[config.mk]
export PLATFORM = sky130hd
export DESIGN_NAME = text_cell_writer8x8
export DESIGN_NICKNAME = d
export VERILOG_FILES = /design/src/rtl/text_cell_writer8x8.sv
export SDC_FILE = /design/constraint.sdc
export NUM_CORES = 1
export LEC_CHECK = 0
export ABC_AREA = 1
export CAP_MARGIN = 30
export CELL_PAD_IN_SITES_DETAIL_PLACEMENT = 0
export CELL_PAD_IN_SITES_GLOBAL_PLACEMENT = 1
export CORE_MARGIN = 2
export CORE_UTILIZATION = 39
export DETAILED_ROUTE_END_ITERATION = 10
export PLACE_DENSITY_LB_ADDON = 0.1
export SYNTH_ARGS = -nofsm -noshare
export SYNTH_HDL_FRONTEND = slang
export SYNTH_SLANG_ARGS = --single-unit
[constraint.sdc]
create_clock -name i_clk -period 2.2 [get_ports i_clk]
set_input_delay 0.55 -clock i_clk [delete_from_list [all_inputs] [get_ports i_clk]]
set_output_delay 0.55 -clock i_clk [all_outputs]
set_load 0.01 [all_outputs]
[src/rtl/text_cell_writer8x8.sv]
// Command-driven writer for the 84x64 text cell RAM: cursor, attribute and a full-array clear.
// Define TEXT_WRITER_CTRL_CHARS_EN to interpret CR/LF/BS in PUT_CHAR as cursor moves.
`timescale 1ns/1ps

module text_cell_writer8x8 #(
    parameter logic [7:0] CLEAR_CHAR = 8'h20,
    parameter logic [7:0] RESET_ATTR = 8'hF0
) (
    input  logic        i_clk,
    input  logic        i_nrst,
    input  logic        i_cmd_valid,
    output logic        o_cmd_ready,
    input  logic [1:0]  i_cmd,
    input  logic [15:0] i_cmd_data,
    output logic        o_cell_we,
    output logic [12:0] o_cell_addr,
    output logic [15:0] o_cell_data,
    output logic [6:0]  o_cursor_col,
    output logic [5:0]  o_cursor_row,
    output logic        o_busy
);

    localparam logic [1:0]  CmdSetCursor = 2'd0;
    localparam logic [1:0]  CmdSetAttr   = 2'd1;
    localparam logic [1:0]  CmdPutChar   = 2'd2;
    localparam logic [1:0]  CmdClear     = 2'd3;
    localparam logic [6:0]  LastCol      = 7'd83;
    localparam logic [12:0] LastAddr     = {7'd83, 6'd63};

    typedef enum logic {StIdle, StClear} state_e;

    state_e      state_q;
    logic [7:0]  attr_q;
    logic [6:0]  col_q;
    logic [5:0]  row_q;
    logic        cell_we_q;
    logic [12:0] cell_addr_q;
    logic [15:0] cell_data_q;
    logic        busy_q;
    logic        ready_q;

    logic [6:0]  set_col;
    logic [6:0]  adv_col;
    logic [5:0]  adv_row;
    logic [7:0]  char_in;
    logic        ctrl_char;
    logic [1:0]  cmd_data_unused;

    assign char_in         = i_cmd_data[7:0];
    assign cmd_data_unused = i_cmd_data[15:14];

`ifdef TEXT_WRITER_CTRL_CHARS_EN
    assign ctrl_char = (char_in == 8'h0D) || (char_in == 8'h0A) || (char_in == 8'h08);
`else
    assign ctrl_char = 1'b0;
`endif

    always_comb begin
        set_col = (i_cmd_data[6:0] > LastCol) ? LastCol : i_cmd_data[6:0];
        adv_col = col_q + 7'd1;
        adv_row = row_q;
        // Row wraps 63 -> 0 by natural 6-bit overflow, giving the (83,63) -> (0,0) wrap.
        if (col_q == LastCol) begin
            adv_col = 7'd0;
            adv_row = row_q + 6'd1;
        end
    end

    always_ff @(posedge i_clk or negedge i_nrst) begin
        if (!i_nrst) begin
            state_q     <= StIdle;
            attr_q      <= RESET_ATTR;
            col_q       <= 7'd0;
            row_q       <= 6'd0;
            cell_we_q   <= 1'b0;
            cell_addr_q <= 13'd0;
            cell_data_q <= 16'd0;
            busy_q      <= 1'b0;
            ready_q     <= 1'b1;
        end else begin
            cell_we_q <= 1'b0;
            case (state_q)
                StIdle: begin
                    if (i_cmd_valid && ready_q) begin
                        case (i_cmd)
                            CmdSetCursor: begin
                                col_q <= set_col;
                                row_q <= i_cmd_data[13:8];
                            end
                            CmdSetAttr: attr_q <= char_in;
                            CmdPutChar: begin
                                if (ctrl_char) begin
                                    case (char_in)
                                        8'h0D: col_q <= 7'd0;
                                        8'h0A: begin
                                            col_q <= 7'd0;
                                            row_q <= row_q + 6'd1;
                                        end
                                        default: if (col_q != 7'd0) col_q <= col_q - 7'd1;
                                    endcase
                                end else begin
                                    cell_we_q   <= 1'b1;
                                    cell_addr_q <= {col_q, row_q};
                                    cell_data_q <= {attr_q, char_in};
                                    col_q       <= adv_col;
                                    row_q       <= adv_row;
                                end
                            end
                            CmdClear: begin
                                state_q     <= StClear;
                                busy_q      <= 1'b1;
                                ready_q     <= 1'b0;
                                cell_we_q   <= 1'b1;
                                cell_addr_q <= 13'd0;
                                cell_data_q <= {attr_q, CLEAR_CHAR};
                            end
                            default: ;
                        endcase
                    end
                end
                StClear: begin
                    // Row is the low address field, so row-inner order is a plain increment.
                    if (cell_addr_q == LastAddr) begin
                        state_q <= StIdle;
                        busy_q  <= 1'b0;
                        ready_q <= 1'b1;
                        col_q   <= 7'd0;
                        row_q   <= 6'd0;
                    end else begin
                        cell_we_q   <= 1'b1;
                        cell_addr_q <= cell_addr_q + 13'd1;
                    end
                end
                default: state_q <= StIdle;
            endcase
        end
    end

    assign o_cmd_ready  = ready_q;
    assign o_busy       = busy_q;
    assign o_cell_we    = cell_we_q;
    assign o_cell_addr  = cell_addr_q;
    assign o_cell_data  = cell_data_q;
    assign o_cursor_col = col_q;
    assign o_cursor_row = row_q;

endmodule

==> results.md <==
- Final net count: ~500
- Buf/Inv on CP: 1
- Period utilization: 0.902
- Die width: 91.5 µm
- PortBufs: 63
- Final WL: 7710 µm
- Layout cells sized above 1: 0.0840
- Critical Path Fanout Max: 9
- Cells after DPL: 567
- Total Routing Usage GR: 0.197
- Worst-path clk slew: around 0.10 ns
- Total grt overflow: 0
- Drt first pass iters: 5
- HP Class: input pin to asynchronous set/reset pin
- Grt met2 use: 0.347
- Design internal power: ~1.4 mW
- Initial core utilization: 0.407
- First-pass GRT wire length: about 13,000 µm
- Worst path required time: roughly 1.7 ns
- Combinational share of power: 0.056
- Worst-Margin Slew: 0.441 ns
- Yosys top cell area share: 0.411
- Post-CTS Hold Buffers: 0
- Clk_skew: around 0.0070 ns
- FF-to-FF Start: o_cell_addr[0]$_DFFE_PN0P_
- Run status: finished clean
- Via density per instance: ~4.9
- # clock sinks: between 50 and 60
- Final hold viol count: 0
- Syn nets: approximately 430
- CTS resizes: 0
- Drc violations: 0
- Worst R2R End: o_cursor_row[3]$_DFFE_PN0P_
- Sw Ratio: 0.224
- CP Capture Type: primary output
- Vias in the first global route: 2,799
- Die height: 91.5 µm
- Leakage: around 1.8 nW
- Final Core Density: 0.526
- Non-filler cells, final: between 500 and 600
- Routed Antenna Nets: 0
- Peak supply drop: around 0.00037 V
- Row Count: 31
- Register area share after synthesis: 0.455
- CTS buffer count: 5
- Synth warnings: 0
- Fmax achieved: 504 MHz
- Netlist cell types: 32
- Post-CTS setup buffer count: 0
- Most Crowded Layer GR: met2
- Switching power: roughly 400 µW
- Critical Path AT: 1.43 ns
- Root Buffer: clkbuf_8
- Hold WS: 0.211 ns
- GR Util met3: 0.0448
- Slew HR: 0.706
- Kind of critical path: flop to primary output
- Gate Count Post-Synth: slightly above 400
- # diodes: 0
- Clock latency at the later pin of the worst-skew pair: 0.31 ns
- Shortest period the worst path allows: between 1.5 and 2 ns
- Power Density: around 460 mW/mm²
- Crit path cell chain: clkdlybuf4s50_1
- Cell family with most CP delay: buffers and inverters
- Largest cells by area after synthesis: dfrtp_1 (41%), nand2_1 (20%), nand3_1 (7.6%), o21ai_0 (5.5%), dfstp_2 (4.4%)
- Per-cell routed wire length: 13.4 µm
- Mapped Area: 0.00298 mm²
- Worst Setup Start Kind: flop
- Setup TNS: 0 ns
- Top cell type by total area after synthesis: dfrtp_1
- Crit-path slowest cell: clkdlybuf4s50_1
- Fin. max-slew vios: 0
- Vias: approximately 2,800
- TritonCTS clock tree: built
- Die area: roughly 0.0084 mm²
- DRT iter0 DRCs: 112
- Flop pwr share: 0.557
- Clock network power share: 0.387
- # IOs: between 60 and 70
- H-tree depth: 2
- Mean Syn Cell Area: between 7 and 8 µm²
- GR Layer Usage met1: 0.248
- Unrepaired setup endpoints after global routing: no
- Max Root-Sink Buffers: 2
- Largest net degree at the start of global routing: 55
- Core area: 0.00733 mm²
- Slowest stage delay, CP: 0.60 ns
- Flops & latches, synth: between 50 and 60
- GP Congestion: roughly 0.81
- Max-cap violations: 0
- Pwr Total: around 1.8 mW
- Reg2Reg Setup Slack: ~0.37 ns
- Number of setup violations in the final report: 0
- Reg2Reg Depth: 8
- Area delta synth->final: 29.4%
- Initial antenna violation count: 0
- Hpwl dp: between 5000 and 6000 µm
==> routing by layer <==
layer / vias up / part of all wire
li1: 1439 / -
met3: 5 / 0.042
met1: 1309 / 0.45
met5: - / 0
met2: 62 / 0.50
met4: 0 / 0.0088
==> synth_stat cells <==
cell / count
inv_1: 35
o21ai_0: 33
xor2_1: 2
nor2_2: 3
nand3b_1: 2
inv_2: 2
dfrtp_1: 49
o211ai_1: 3
nand2_4: 2
nor4_1: 1
nor3_1: 1
nand2_2: 1
nor2_4: 1
o22ai_1: 1
a31o_2: 1
nor2_1: 30
o21bai_1: 2
a21oi_1: 3
o21ai_2: 6
ha_1: 3
buf_6: 2
xnor2_1: 2
clkinv_1: 1
a22o_1: 1
nand2_1: 155
clkbuf_1: 2
nand3_1: 45
buf_4: 2
buf_2: 5
nand4_1: 5
dfstp_2: 5
nand3_2: 1
==> state kept, by name (all words and copies together), names as in the netlist <==
register	count
o_cursor_row	6
o_cmd_ready	1
state_q	1
attr_q	8
o_cell_we	1
o_cell_data	16
o_cell_addr	13
o_cursor_col	7
o_busy	1
==> logic make-up (layout without fill, tap and decap cells) <==
family          after synthesis  after routing  synth area share
flops                        54             54             0.455
compound gates               50             50            0.0986
fa+ha+maj                     3              3            0.0126
buf+inv                      49            118            0.0713
simple gates                247            247             0.351
xor+xnor                      4              4            0.0117
==> area by class of cell <==
cell class / instances / area [µm²]
Fill cell: 736 / 3470
Timing Repair Buffer: 72 / 706
Inverter: 38 / 143
Sequential cell: 54 / 1360
Tap cell: 99 / 124
Clock inverter: 3 / 47.5
Clock buffer: 5 / 68.8
Multi-Input combinational cell: 304 / 1410
==> stage by stage <==
stage | area (µm²) | setup WS [ns]
final | 3860 | 0.215
after global routing | 3860 | 0.130
after CTS | 3860 | 0.206
after detailed placement | 3740 | 0.110
after global placement | 3740 | 0.166
after floorplan | 2980 | 0.729
==> power groups by stage <==
stage / clock (mW) / sequential, mW / combinational, mW
after floorplan: 0 / 1.01 / 0.0281
after global placement: 0 / 1.01 / 0.102
after detailed placement: 0 / 1.01 / 0.102
after CTS: 0.721 / 0.992 / 0.103
after global routing: 0.762 / 0.993 / 0.112
final: 0.689 / 0.992 / 0.0999
==> worst max-delay path by stage <==
stage	end	cells after the start	from
2_1_floorplan	o_cursor_row[0]$_DFFE_PN0P_	9	o_cell_addr[1]$_DFFE_PN0P_
3_3_place_gp	o_cursor_row[0]$_DFFE_PN0P_	5	i_cmd[0]
3_5_place_dp	o_cursor_row[0]$_DFFE_PN0P_	5	i_cmd[0]
4_1_cts	o_cursor_row[0]	1	o_cursor_row[0]$_DFFE_PN0P_
5_1_grt	o_cursor_row[0]	1	o_cursor_row[0]$_DFFE_PN0P_
6_report	o_cursor_row[0]	1	o_cursor_row[0]$_DFFE_PN0P_
==> placed cells by master (no fill, tap or decap), types with 3 or more instances in the layout <==
cell type / n
o211ai_1: 3
o21ai_0: 33
nand4_1: 5
nor2_1: 30
nand3_1: 45
buf_4: 8
nand2_1: 155
inv_1: 35
nor2_2: 3
dfstp_2: 5
ha_1: 3
o21ai_2: 6
dfrtp_1: 49
clkbuf_8: 5
clkdlybuf4s50_1: 62
a21oi_1: 3
No activity file was read; power rests on OpenSTA's default activity.
